$ cat src/rtl/riscv_pkg.sv
// Shared RV32M definitions: divide-family aluSelect codes, default XLEN
// and the divider FSM state type.
package riscv_pkg;

  localparam int XLEN_DEFAULT = 32;

  localparam logic [5:0] ALU_DIV  = 6'b101010;
  localparam logic [5:0] ALU_DIVU = 6'b101011;
  localparam logic [5:0] ALU_REM  = 6'b101100;
  localparam logic [5:0] ALU_REMU = 6'b101101;

  typedef enum logic [1:0] {IDLE, ITER, FIX, DONE} div_state_t;

  function automatic logic is_div_op(input logic [5:0] sel);
    return (sel == ALU_DIV) || (sel == ALU_DIVU) || (sel == ALU_REM) || (sel == ALU_REMU);
  endfunction

  function automatic logic op_is_signed(input logic [5:0] sel);
    return (sel == ALU_DIV) || (sel == ALU_REM);
  endfunction

  function automatic logic op_is_rem(input logic [5:0] sel);
    return (sel == ALU_REM) || (sel == ALU_REMU);
  endfunction

endpackage

$ cat src/rtl/div_step.sv
// One combinational restoring-division iteration: shift in the next dividend
// bit, trial-subtract the divisor, keep the difference when it is non-negative.
module div_step #(
  parameter int W = 32
) (
  input  logic [W-1:0] rem,
  input  logic         dividend_bit,
  input  logic [W-1:0] divisor,
  output logic [W-1:0] rem_next,
  output logic         quotient_bit
);

  logic [W:0]   partial;
  logic [W-1:0] diff;

  // When the subtraction succeeds the difference is below the divisor, so
  // the low W bits carry the whole value.
  assign partial      = {rem, dividend_bit};
  assign quotient_bit = (partial >= {1'b0, divisor});
  assign diff         = partial[W-1:0] - divisor;
  assign rem_next     = quotient_bit ? diff : partial[W-1:0];

endmodule

$ cat src/rtl/div_sequencer.sv
// Multi-cycle RV32M DIV/DIVU/REM/REMU sequencer (restoring radix-2, XLEN steps).
// Optional DIV_EARLY_OUT_EN: divide-by-zero and signed overflow finish in one cycle.
module div_sequencer
  import riscv_pkg::*;
#(
  parameter int XLEN = XLEN_DEFAULT
) (
  input  logic            clk,
  input  logic            reset,
  input  logic            startValid,
  input  logic [5:0]      aluSelect,
  input  logic [XLEN-1:0] operandA,
  input  logic [XLEN-1:0] operandB,
  input  logic [4:0]      destReg,
  input  logic            flush,
  output logic            startReady,
  output logic            busy,
  output logic            resultValid,
  output logic [XLEN-1:0] result,
  output logic [4:0]      resultRd
);

  localparam int CW = $clog2(XLEN);

  div_state_t      state_reg, state_next;
  logic [CW-1:0]   count_reg;
  logic [XLEN-1:0] dividend_reg, divisor_reg, rem_reg, a_raw_reg, result_reg;
  logic [4:0]      rd_reg, result_rd_reg;
  logic            op_rem_reg, neg_q_reg, neg_r_reg, b_zero_reg;

  logic            accept, early_out, op_signed, a_neg, b_neg, b_zero;
  logic [XLEN-1:0] abs_a, abs_b, fix_result, step_rem;
  logic            step_q;

  assign startReady  = (state_reg == IDLE) || (state_reg == DONE);
  assign busy        = (state_reg == ITER) || (state_reg == FIX);
  assign resultValid = (state_reg == DONE);
  assign result      = result_reg;
  assign resultRd    = result_rd_reg;

  assign accept    = startValid & startReady & ~flush & is_div_op(aluSelect);
  assign op_signed = op_is_signed(aluSelect);
  assign a_neg     = op_signed & operandA[XLEN-1];
  assign b_neg     = op_signed & operandB[XLEN-1];
  assign b_zero    = (operandB == '0);
  // Two's-complement negate leaves the most negative value unchanged, which
  // is exactly its magnitude as an unsigned number.
  assign abs_a     = a_neg ? (~operandA + 1'b1) : operandA;
  assign abs_b     = b_neg ? (~operandB + 1'b1) : operandB;

`ifdef DIV_EARLY_OUT_EN
  logic            overflow;
  logic [XLEN-1:0] early_result;

  assign overflow  = op_signed && (operandA == {1'b1, {(XLEN-1){1'b0}}}) && (operandB == '1);
  assign early_out = b_zero | overflow;

  always_comb begin
    early_result = '0;
    if (b_zero)
      early_result = op_is_rem(aluSelect) ? operandA : '1;
    else if (!op_is_rem(aluSelect))
      early_result = {1'b1, {(XLEN-1){1'b0}}};
  end
`else
  assign early_out = 1'b0;
`endif

  div_step #(.W(XLEN)) u_step (
    .rem          (rem_reg),
    .dividend_bit (dividend_reg[XLEN-1]),
    .divisor      (divisor_reg),
    .rem_next     (step_rem),
    .quotient_bit (step_q)
  );

  // After XLEN steps dividend_reg holds the unsigned quotient.
  always_comb begin
    fix_result = '0;
    if (b_zero_reg)
      fix_result = op_rem_reg ? a_raw_reg : '1;
    else if (op_rem_reg)
      fix_result = neg_r_reg ? (~rem_reg + 1'b1) : rem_reg;
    else
      fix_result = neg_q_reg ? (~dividend_reg + 1'b1) : dividend_reg;
  end

  always_comb begin
    state_next = state_reg;
    case (state_reg)
      IDLE, DONE: begin
        if (accept)
          state_next = early_out ? DONE : ITER;
        else if (state_reg == DONE)
          state_next = IDLE;
      end
      ITER: if (count_reg == CW'(XLEN - 1)) state_next = FIX;
      FIX:  state_next = DONE;
      default: state_next = IDLE;
    endcase
    if (flush) state_next = IDLE;
  end

  always_ff @(posedge clk) begin
    if (reset) state_reg <= IDLE;
    else       state_reg <= state_next;
  end

  always_ff @(posedge clk) begin
    if (reset) begin
      count_reg     <= '0;
      dividend_reg  <= '0;
      divisor_reg   <= '0;
      rem_reg       <= '0;
      a_raw_reg     <= '0;
      rd_reg        <= '0;
      op_rem_reg    <= 1'b0;
      neg_q_reg     <= 1'b0;
      neg_r_reg     <= 1'b0;
      b_zero_reg    <= 1'b0;
      result_reg    <= '0;
      result_rd_reg <= '0;
    end else if (accept) begin
      count_reg    <= '0;
      dividend_reg <= abs_a;
      divisor_reg  <= abs_b;
      rem_reg      <= '0;
      a_raw_reg    <= operandA;
      rd_reg       <= destReg;
      op_rem_reg   <= op_is_rem(aluSelect);
      neg_q_reg    <= op_signed & (operandA[XLEN-1] ^ operandB[XLEN-1]) & ~b_zero;
      neg_r_reg    <= a_neg;
      b_zero_reg   <= b_zero;
`ifdef DIV_EARLY_OUT_EN
      if (early_out) begin
        result_reg    <= early_result;
        result_rd_reg <= destReg;
      end
`endif
    end else if (state_reg == ITER) begin
      rem_reg      <= step_rem;
      dividend_reg <= {dividend_reg[XLEN-2:0], step_q};
      count_reg    <= count_reg + 1'b1;
    end else if (state_reg == FIX && !flush) begin
      result_reg    <= fix_result;
      result_rd_reg <= rd_reg;
    end
  end

endmodule

$ cat config.mk
export PLATFORM = sky130hd
export DESIGN_NAME = div_sequencer
export DESIGN_NICKNAME = d
export VERILOG_FILES = /design/src/rtl/riscv_pkg.sv /design/src/rtl/div_step.sv /design/src/rtl/div_sequencer.sv
export SDC_FILE = /design/constraint.sdc
export NUM_CORES = 1
export LEC_CHECK = 0
export BUFFER_PORTS_ARGS = -buffer_cell sky130_fd_sc_hd__buf_2
export CORE_MARGIN = 5
export CORE_UTILIZATION = 39
export DETAILED_ROUTE_END_ITERATION = 8
export REMOVE_ABC_BUFFERS = 1
export SETUP_SLACK_MARGIN = 0.02
export SYNTH_ARGS = -nofsm -noshare
export SYNTH_HDL_FRONTEND = slang
export SYNTH_SLANG_ARGS = --single-unit
export TNS_END_PERCENT = 20
$ cat constraint.sdc
create_clock -name clk -period 3.6 [get_ports clk]
set_input_delay 0.72 -clock clk [delete_from_list [all_inputs] [get_ports clk]]
set_output_delay 0.72 -clock clk [all_outputs]
set_load 0.02 [all_outputs]
Yosys cells after proc, flatten, opt, wreduce, memory -nomap -nowiden
Cells that the tools add are included.

storage, ports and cells
  register bits after elaboration = 181
  latch bits = 0
  bits in writable memories = 0
  memory bits (read-only) = 0
  input port bits = 79
  output and inout bits = 40
  word-level logic and storage cells = 77
  memories = 0

cells by class
  add/sub/neg operators = 6
  $mul = 0
  div/mod/pow operators = 0
  order comparisons = 1
  equality and inequality tests = 10
  shifts and indexed selects = 0
  muxes and demuxes = 14
  bitwise logic cells = 16
  reduce and logical (&&, ||, !) cells = 17

operator list
  operator                                               number
  two-way mux 32 bit                                     10
  adder 32 x 1 -> 32 bit, second input constant          4
  inverter 32 bit                                        4
  greater-or-equal comparator 33 x 32 -> 1 bit           1
  zero test 32 bit                                       1
  subtractor 32 bit                                      1
  == test 6 bit, second input constant                   4
  bitwise AND 1 bit                                      7
  logical OR 1 bit                                       7
  two-way mux 2 bit                                      3
  one-hot mux 2 bit (3 select lines)                     1
  OR reduction 2 bit                                     3
  adder 5 x 1 -> 5 bit, second input constant            1
  == test 5 bit, second input constant                   1
  == test 2 bit, second input constant                   2
  inverter 1 bit                                         4
  inequality test 3 bit, second input constant           1
  AND reduction 3 bit                                    1
  == test 2 x 1 -> 1 bit, second input constant          1
  zero test 2 bit                                        1
  inequality test 2 x 1 -> 1 bit, second input constant  1
  AND reduction 2 bit                                    1
  nonzero test 2 bit                                     1
  logical AND 1 bit                                      1
  2 further kinds                                        2

Longest topological paths before layout
Gate-level depths: netlist of the first run.

  depth in word-level cells = 7
  mapped depth = 14
  depth with buffers taken out = 12

Modules after synthesis
From an unflattened synthesis of the first run, not the netlist that was laid out.

second synthesis, totals
  cells, all modules = 1580
  area, all modules = 12445.7 sq um

by module, submodules not included
  module         instances  cells each  area an instance (sq um)
  div_sequencer  1          1257        10114.7
  div_step       1          323         2331.0

Least setup slack after synthesis of the first run
Ideal clock, no wire load.

  kind = input-to-reg
  start point = in operandB[4]
  end point = reg divisor_reg[28]
  setup time = 0.086 ns
  arrival = 2.975 ns
  required time = 3.514 ns
  path slack = 0.540 ns
  stages on the path = 8
  buffers on the path = 0
  path through = nor4_1 -> nand3_1 -> or4_1 -> nor4_1 -> nor2b_1 -> nor2_1 -> xnor2_1 -> a211oi_1

on the way
  word-level cells in the longest chain between the ends = 3

ends and longest elaborated chain
  what                    RTL line              text
  start, declared         div_sequencer.sv:13   input logic [XLEN-1:0] operandB,
  inverter 32 bit         div_sequencer.sv:49   assign abs_b = b_neg ? (~operandB + 1'b1) : operandB;
  adder 32 x 1 -> 32 bit  div_sequencer.sv:49
  two-way mux 32 bit      div_sequencer.sv:49
  end signal, assigned    div_sequencer.sv:126  divisor_reg <= abs_b;
  end, declared           div_sequencer.sv:27   logic [XLEN-1:0] dividend_reg, divisor_reg, rem_reg, a_raw_reg, result_reg;

No other way between the ends.
A chain may end at the register's enable or synchronous reset.

Worst setup path in the final report of the first run
  start point = reg rem_reg[10]
  end point = reg rem_reg[4]

on the way
  word-level cells in the longest chain between the ends = 2

ends and longest elaborated chain
  what                                          RTL line              text
  start, declared                               div_sequencer.sv:27
  start signal, assigned                        div_sequencer.sv:141  rem_reg <= step_rem;
  greater-or-equal comparator 33 x 32 -> 1 bit  div_step.sv:19        assign quotient_bit = (partial >= {1'b0, divisor});
  two-way mux 32 bit                            div_step.sv:21        assign rem_next = quotient_bit ? diff : partial[W-1:0];

No other way between the ends.

==> flow_summary.toml, run 1 <==
[cts]
h-tree-depth = 4
cts_tree = "done"
clock_sinks = 181
numCtsBuffers = 17
path_clk_slew_ns = 0.08
post_cts_resized = 0
clockBufferDepth = 2
postCtsSetupRepairBufs = 0
postCtsHoldBufs = 0
clockRootBuffer = "clkbuf_16"
clk_latency_ns = 0.44

[routing]
drt-initial-drc-count = 811
ant_nets = 0
wire_per_inst_um = 17.5
drc_errors = 0
vias = 11800
top_layer = "met4"
routed_wl_um = 36600
dr_wl_met2_um = 17300
viasPerCell = 5.65
dr.pass1.iters = 5
wl_met3_um = 1850
wl_met1_um = 16900

[pwr]
leakage_nw = 5.30
power_per_cell_area_mw_per_mm2 = 345
intPower_w = 0.00325
clkPwrFrac_pct = 40.8
totalPowerFinal_w = 0.00472
p_switching_w = 0.00147
power_frac_comb_pct = 16.1
ir_worst_vdd_uv = 236
seqPwrFrac_pct = 43.1
swShare_pct = 31.1

[place]
dpl_cell_area_mm2 = 0.0131
routabilityCongestion = 0.869
io_buffers = 118
pre_cts_ws_ns = 0.317
hpwlAfterDp_um = 26800
dpl.cell_count = 2055

[synth]
netlist_top_cells_area = "dfxtp_1, nand2_1, a21oi_1, xor2_1, nor2_1"
synth_flop_cell = "dfxtp_1"
synth.distinct_cells = 69
syn_avg_cell_area_um2 = 7.48
async_reset_ff_share_pct = 0
yosysSeqAreaShare_pct = 30.2
yosys.area.top_type = "dfxtp_1"
syn_area_mm2 = 0.0120
yosysWarningCount = 0
synth_top_area_share_pct = 30.2
synth_edf_count = 0
netlist_instances = 1604
ys_ff_latch = 181

[sta]
worst_pin_slew_ns = 1.11
setup_viol = 0
worst_slack_ns = 0.486
slew_viol_final = 0
fmax_mhz = 321
fin_crit_sh_pct = 86.5
finalHoldViolations = 0
post-route-min-period_ns = 3.11
rsz0062_at_grt = "false"
finalClockSkew_ns = 0.0116
max-slew-margin-rel_pct = 25.7

[finish]
fill_cells = 3157
diodes = 0
postLayoutCellArea_mm2 = 0.0137
instances_no_fill = 2087
drive_above_1_share_pct = 12.4
final_cell_mix = "nand2_1, dfxtp_1, nor2_1"
nets = 1799
syn2layout_area_growth_pct = 14.0
final_common_cell = "nand2_1"

[critical_path]
worst_path_most_repeated_cell = "o211ai_1"
reg2reg_to = "rem_reg[4]$_SDFFE_PP0P_"
cp_cell_sequence = "ha_1 > nand2_1 > o211ai_1 > a21oi_1 > or4_1 > o21ba_2 > nor2_1 > buf_4 > o211ai_1 > a311oi_1"
crit_path_start_kind = "register"
cp.arrival_ns = 3.47
reg2reg_slack_ns = 0.49
crit_required_ns = 3.95
startpoint = "rem_reg[10]$_SDFFE_PP0P_"
slowest_stage = "ha_1"
cp_num_buf_inv = 1
max_stage_delay_ns = 0.49
r2r_start = "rem_reg[10]$_SDFFE_PP0P_"
end_kind = "register"
path_delay_family = "compound AO/OA/AOI/OAI gates"
criticalPathCategory = "reg -> reg"
crit_fanout = 18
endpoint = "rem_reg[4]$_SDFFE_PP0P_"
reg2regPathDepth = 10
path_depth = 10

[global_routing]
grt_pass1_wl_um = 58600
antenna_found_initial = 0
grt_usage_pct = 21.1
grt_overflow_total = 0
grt_pass1_vias = 11100
grt_max_degree = 101

[worst_hold_path]
hp-class = "reg -> reg"

[die]
die_h_um = 185
core_mm2 = 0.0305
fp-row-count = 64
start_util_pct = 39.3
dieArea_mm2 = 0.0344
pin_count = 119
die_w_um = 185

[flow_run]
drv_cap = 0

[status]
outcome = "finished, final reports clean"
==> how the worst min path moves through the flow <==
stage,from,end,cells past startpoint
floorplan,divisor_reg[15]$_SDFFE_PP0N_,divisor_reg[15]$_SDFFE_PP0N_,2
CTS,result[12]$_SDFFE_PP0P_,result[12]$_SDFFE_PP0P_,2
global route,result[13]$_SDFFE_PP0P_,result[13]$_SDFFE_PP0P_,2
detailed placement,result[12]$_SDFFE_PP0P_,result[12]$_SDFFE_PP0P_,2
global placement,result[12]$_SDFFE_PP0P_,result[12]$_SDFFE_PP0P_,2
finish,result[12]$_SDFFE_PP0P_,result[12]$_SDFFE_PP0P_,2
==> worst register-to-register path, delay by kind of cell (launching register included) <==
family,cells,cell delay (ns)
flip-flops,1,0.42
AO/OA/AOI/OAI,5,1.02
adder cells (fa/ha/maj),1,0.49
AND/OR/NAND/NOR,3,0.82
buffers and inverters,1,0.28
==> final cells by class <==
type | instances | area, um2 | area share [%]
multi-input combinational | 1252 | 7740 | 56.6
sequential | 181 | 3620 | 26.5
timing repair buffer | 163 | 968 | 7.08
tap | 396 | 495 | 3.62
clock buffer | 17 | 425 | 3.11
inverter | 63 | 236 | 1.73
clock inverter | 15 | 183 | 1.34
==> kinds of logic (layout without fill, tap and decap cells) <==
| kind of cell | count (synthesis) | after routing | share of synthesized area [%] |
|---|---|---|---|
| multiplexers | 40 | 40 | 3.35 |
| AO/OA/AOI/OAI | 478 | 478 | 25.9 |
| buffers and inverters | 171 | 258 | 5.47 |
| AND/OR/NAND/NOR | 556 | 556 | 20.7 |
| adder cells (fa/ha/maj) | 42 | 42 | 4.44 |
| XOR/XNOR | 136 | 136 | 9.93 |
| flip-flops | 181 | 181 | 30.2 |
==> cell usage after synthesis, types with 4 or more instances <==
cell type,n
nand2_1,222
dfxtp_1,181
nor2_1,167
a21oi_1,155
clkbuf_1,98
xor2_1,83
o21ai_0,80
a211oi_1,64
inv_1,62
xnor2_1,53
ha_1,41
mux2i_1,39
nor3_1,30
nand3_1,29
o31ai_1,26
o221ai_1,21
a311oi_1,18
a21o_1,17
or4_1,17
o41ai_1,16
or3_1,16
o211ai_1,15
a31oi_1,14
nor4_1,14
nand2b_1,11
a22o_1,10
and3_1,9
nand4_1,9
o21bai_1,8
nor2b_1,7
or2_2,6
and2_1,5
buf_1,5
o21a_1,5
a221oi_1,4
==> per-layer routing <==
metal	up-vias	GRT usage, %
met1	5567	29.0
met4	0	4.35
met5	-	0
met3	33	3.02
met2	297	35.4
li1	5896	-
==> power groups by stage <==
stage / clock network, W / registers [W] / logic, W
5_1_grt: 0.00205 / 0.00204 / 0.000838
2_1_floorplan: 0 / 0.00208 / 0.000445
4_1_cts: 0.00196 / 0.00203 / 0.000753
6_report: 0.00193 / 0.00203 / 0.000760
3_3_place_gp: 0 / 0.00208 / 0.000742
3_5_place_dp: 0 / 0.00208 / 0.000747
==> through the flow <==
stage	setup TNS, ns	hold slack (ns)	util [%]
after floorplan	-38.17	0.426	-
after global placement	0	0.425	42.8
after detailed placement	0	0.431	42.8
after CTS	0	0.443	44.8
after global routing	0	0.466	44.8
final	0	0.438	44.8
(Power assumes the default switching activity.)
==> run 2, diff against run 1 <==
--- a/config.mk
+++ b/config.mk
@@ -6,6 +6,7 @@
 export NUM_CORES = 1
 export LEC_CHECK = 0
 export BUFFER_PORTS_ARGS = -buffer_cell sky130_fd_sc_hd__buf_2
+export CORE_ASPECT_RATIO = 0.9
 export CORE_MARGIN = 5
 export CORE_UTILIZATION = 39
 export DETAILED_ROUTE_END_ITERATION = 8
==> flow_summary.toml, run 2 (synthesized netlist as in run 1, its figures left out) <==
[global_routing]
antenna_found_initial = 0
grt_max_degree = 100
grt_pass1_vias = 10900
grt_overflow_total = 0
grt_usage_pct = 20.6
grt_pass1_wl_um = 58100

[sta]
fmax_mhz = 319
finalClockSkew_ns = 0.0126
finalHoldViolations = 0
slew_viol_final = 0
rsz0062_at_grt = "false"
setup_viol = 0
fin_crit_sh_pct = 87.1
post-route-min-period_ns = 3.13
worst_pin_slew_ns = 1.08
max-slew-margin-rel_pct = 28.0

[critical_path]
cp.arrival_ns = 3.50
path_delay_family = "compound AO/OA/AOI/OAI gates"
crit_required_ns = 3.97
max_stage_delay_ns = 0.46
worst_path_most_repeated_cell = "o21ai_0"
criticalPathCategory = "reg -> reg"
end_kind = "register"
cp_num_buf_inv = 0
crit_path_start_kind = "register"
cp_cell_sequence = "ha_1 > a21oi_1 > o21ai_0 > or2_2 > o211ai_1 > a21boi_0 > o21ai_0 > or3b_2 > a31oi_1"
reg2reg_slack_ns = 0.47
slowest_stage = "dfxtp_1"
crit_fanout = 8

[place]
dpl_cell_area_mm2 = 0.0130
io_buffers = 118
routabilityCongestion = 0.906
dpl.cell_count = 2067
hpwlAfterDp_um = 27000

[die]
fp-row-count = 61
die_h_um = 176
dieArea_mm2 = 0.0344
pin_count = 119
die_w_um = 195
start_util_pct = 39.2
core_mm2 = 0.0306

[finish]
drive_above_1_share_pct = 12.2
nets = 1798
finish.utilization_pct = 44.5
fill_cells = 3115
postLayoutCellArea_mm2 = 0.0136
instances_no_fill = 2099
final_common_cell = "nand2_1"
final_cell_mix = "nand2_1, dfxtp_1, nor2_1"
diodes = 0
syn2layout_area_growth_pct = 13.6

[cts]
numCtsBuffers = 17
postCtsSetupRepairBufs = 0
clockBufferDepth = 2
clock_sinks = 181
clk_latency_ns = 0.44
postCtsHoldBufs = 0
path_clk_slew_ns = 0.07
clockRootBuffer = "clkbuf_16"
cts_tree = "done"
h-tree-depth = 4
post_cts_resized = 0

[routing]
wire_per_inst_um = 17.3
viasPerCell = 5.64
dr.pass1.iters = 6
routed_wl_um = 36400
vias = 11800
drt-initial-drc-count = 906
drc_errors = 0
ant_nets = 0

[pwr]
ir_worst_vdd_uv = 322
leakage_nw = 5.28
power_per_cell_area_mw_per_mm2 = 344
totalPowerFinal_w = 0.00468

[flow_run]
drv_cap = 0

[status]
outcome = "finished, final reports clean"

[worst_hold_path]
hp-class = "reg -> reg"
## run 2: cell types whose count changed in the layout (fill, tap and decap cells not counted), sizes merged
| cell | delta |
|---|---|
| clkinvlp | +2 |
| bufinv | +2 |
| clkinv | -5 |
| inv | -1 |
| buf | -1 |
| clkbuf | +2 |
## run 2: tightest hold or removal path: cells and delay by family, from the launching register on
family           cells  cell delay [ns]
and+or+nand+nor      2             0.09
DFF                  1             0.31
## run 2: cell type report
| cell class | instances | area, um2 | share of cell area (%) |
|---|---|---|---|
| Sequential cell | 181 | 3620 | 26.6 |
| Timing Repair Buffer | 162 | 936 | 6.87 |
| Multi-Input combinational cell | 1252 | 7740 | 56.8 |
| Clock inverter | 13 | 145 | 1.07 |
| Tap cell | 409 | 512 | 3.76 |
| Inverter | 63 | 236 | 1.74 |
| Clock buffer | 19 | 433 | 3.18 |
## run 2: per-layer routing
layer	wire [um]	global-route usage (%)
met2	16400	33.0
met1	17800	29.7
met3	1760	3.03
met4	422	4.22
met5	0	0
## run 2: through the flow
step                      setup slack [ns]  hold WS, ns  TNS [ns]
final                                0.465        0.439         0
after global placement               0.386        0.432         0
after detailed placement             0.358        0.436         0
after CTS                            0.545        0.446         0
after floorplan                      -1.08        0.426    -38.17
after global routing                 0.289        0.460         0
## run 2: where the power goes
group / internal (W) / switching, W / leakage (nW)
clock network: 0.00103 / 0.000868 / 0.275
registers: 0.00202 / 0.0000168 / 1.46
logic: 0.000282 / 0.000466 / 3.54
total: 0.00333 / 0.00135 / 5.28
## run 2: path summary, 6_finish.rpt
kind              depth (start not counted)                       end               startpoint
setup / recovery                          9  rem_reg[23]$_SDFFE_PP0P_  rem_reg[9]$_SDFFE_PP0P_
hold / removal                            2   result[12]$_SDFFE_PP0P_  result[12]$_SDFFE_PP0P_
setup reg to reg                          9  rem_reg[23]$_SDFFE_PP0P_  rem_reg[9]$_SDFFE_PP0P_
hold reg to reg                           2   result[12]$_SDFFE_PP0P_  result[12]$_SDFFE_PP0P_
==> run 3, diff against run 2 <==
--- a/config.mk
+++ b/config.mk
@@ -10,6 +10,7 @@
 export CORE_MARGIN = 5
 export CORE_UTILIZATION = 39
 export DETAILED_ROUTE_END_ITERATION = 8
+export PLACE_DENSITY = 0.66
 export REMOVE_ABC_BUFFERS = 1
 export SETUP_SLACK_MARGIN = 0.02
 export SYNTH_ARGS = -nofsm -noshare
==> flow_summary.toml, run 3 (synthesized netlist as in run 1, its figures left out) <==
[global_routing]
grt_pass1_vias = 11300
grt_overflow_total = 0
grt_usage_pct = 21.1
antenna_found_initial = 1
grt_max_degree = 90
grt_pass1_wl_um = 59400
met1_usage_pct = 29.1
met2_usage_pct = 33.4
met3_usage_pct = 4.29
grt_busiest_layer = "met2"

[finish]
fill_cells = 3114
syn2layout_area_growth_pct = 14.8
nets = 1813
final_cell_mix = "nand2_1, dfxtp_1, nor2_1"
postLayoutCellArea_mm2 = 0.0138
instances_no_fill = 2114
final_common_cell = "nand2_1"
drive_above_1_share_pct = 13.1
multi_input_area_mm2 = 0.00774
ff_latch_area_mm2 = 0.00362
finish.utilization_pct = 45.0
diodes = 0

[routing]
drt-initial-drc-count = 870
wire_per_inst_um = 17.5
dr.pass1.iters = 5
ant_nets = 0
drc_errors = 0
routed_wl_um = 37100
vias = 12000
viasPerCell = 5.66

[place]
dpl_cell_area_mm2 = 0.0132
io_buffers = 118
routabilityCongestion = 0.886
hpwlAfterDp_um = 27900
dpl.cell_count = 2082

[sta]
post-route-min-period_ns = 3.16
max-slew-margin-rel_pct = 30.0
rsz0062_at_grt = "false"
finalHoldViolations = 0
fin_crit_sh_pct = 87.6
finalClockSkew_ns = 0.0108
slew_viol_final = 0
worst_pin_slew_ns = 1.05
setup_viol = 0
fmax_mhz = 317
holdWs_ns = 0.444

[critical_path]
criticalPathCategory = "reg -> reg"
crit_fanout = 5
crit_path_start_kind = "register"
cp_cell_sequence = "inv_1 > ha_1 > inv_1 > fa_1 > a211oi_1 > o21ai_0 > a21oi_1 > o41a_1 > o311a_1 > a21oi_1 > mux2_2 > o22ai_1"
crit_required_ns = 3.97
max_stage_delay_ns = 0.42
cp_num_buf_inv = 2
end_kind = "register"
cp.arrival_ns = 3.53
slowest_stage = "fa_1"
path_delay_family = "compound AO/OA/AOI/OAI gates"

[cts]
clockBufferDepth = 2
h-tree-depth = 4
cts_tree = "done"
clock_sinks = 181
postCtsHoldBufs = 0
path_clk_slew_ns = 0.07
clk_latency_ns = 0.45
clockRootBuffer = "clkbuf_16"
post_cts_resized = 0
numCtsBuffers = 17
postCtsSetupRepairBufs = 0

[status]
outcome = "finished, final reports clean"

[pwr]
power_per_cell_area_mw_per_mm2 = 348
ir_worst_vdd_uv = 333
leakage_nw = 5.38

[die]
die_w_um = 195
dieArea_mm2 = 0.0344
fp-row-count = 61
start_util_pct = 39.2
die_h_um = 176
core_mm2 = 0.0306
pin_count = 119

[worst_hold_path]
hp-class = "reg -> reg"

[flow_run]
drv_cap = 0
-- run 3: power breakdown --
group          internal (W)  leakage, nW  total [W]  switching, W
clock               0.00112        0.301    0.00199      0.000873
sequential          0.00202         1.46    0.00203     0.0000160
combinational      0.000288         3.62   0.000766      0.000478
total               0.00343         5.38    0.00479       0.00137
-- run 3: final timing paths --
path / cells past startpoint / end / from / slack (ns)
setup / recovery: 12 / rem_reg[30]$_SDFFE_PP0P_ / dividend_reg[31]$_SDFFE_PP0N_ / 0.44
hold / removal: 2 / result[13]$_SDFFE_PP0P_ / result[13]$_SDFFE_PP0P_ / 0.44
setup reg to reg: 12 / rem_reg[30]$_SDFFE_PP0P_ / dividend_reg[31]$_SDFFE_PP0N_ / 0.44
hold reg to reg: 2 / result[13]$_SDFFE_PP0P_ / result[13]$_SDFFE_PP0P_ / 0.44
-- run 3: metal layers --
layer	share of wire (%)	vias up
met1	47	5618
met4	2.4	2
met3	6.1	63
met2	45	367
met5	0.035	-
li1	-	5919
-- run 3: per-stage QoR --
step	setup TNS [ns]	setup WS, ns	total power, W
floorplan	-38.17	-1.08	0.00252
global placement	0	0.231	0.00282
detailed placement	0	0.238	0.00283
CTS	0	0.334	0.00482
global route	0	0.194	0.00499
finish	0	0.445	0.00479
-- run 3: worst register-to-register path, stage by stage (launching register included) --
cell	delay, ns
dfxtp_1	0.34
inv_1	0.08
ha_1	0.16
inv_1	0.06
fa_1	0.42
a211oi_1	0.38
o21ai_0	0.16
a21oi_1	0.33
o41a_1	0.36
o311a_1	0.27
a21oi_1	0.09
mux2_2	0.28
o22ai_1	0.14
-- run 3: layout make-up --
class / count / area share [%]
tap: 409 / 3.71
multi-input combinational: 1252 / 56.2
clock buffer: 18 / 3.19
clock inverter: 14 / 1.26
timing repair buffer: 177 / 7.61
sequential: 181 / 26.3
inverter: 63 / 1.72
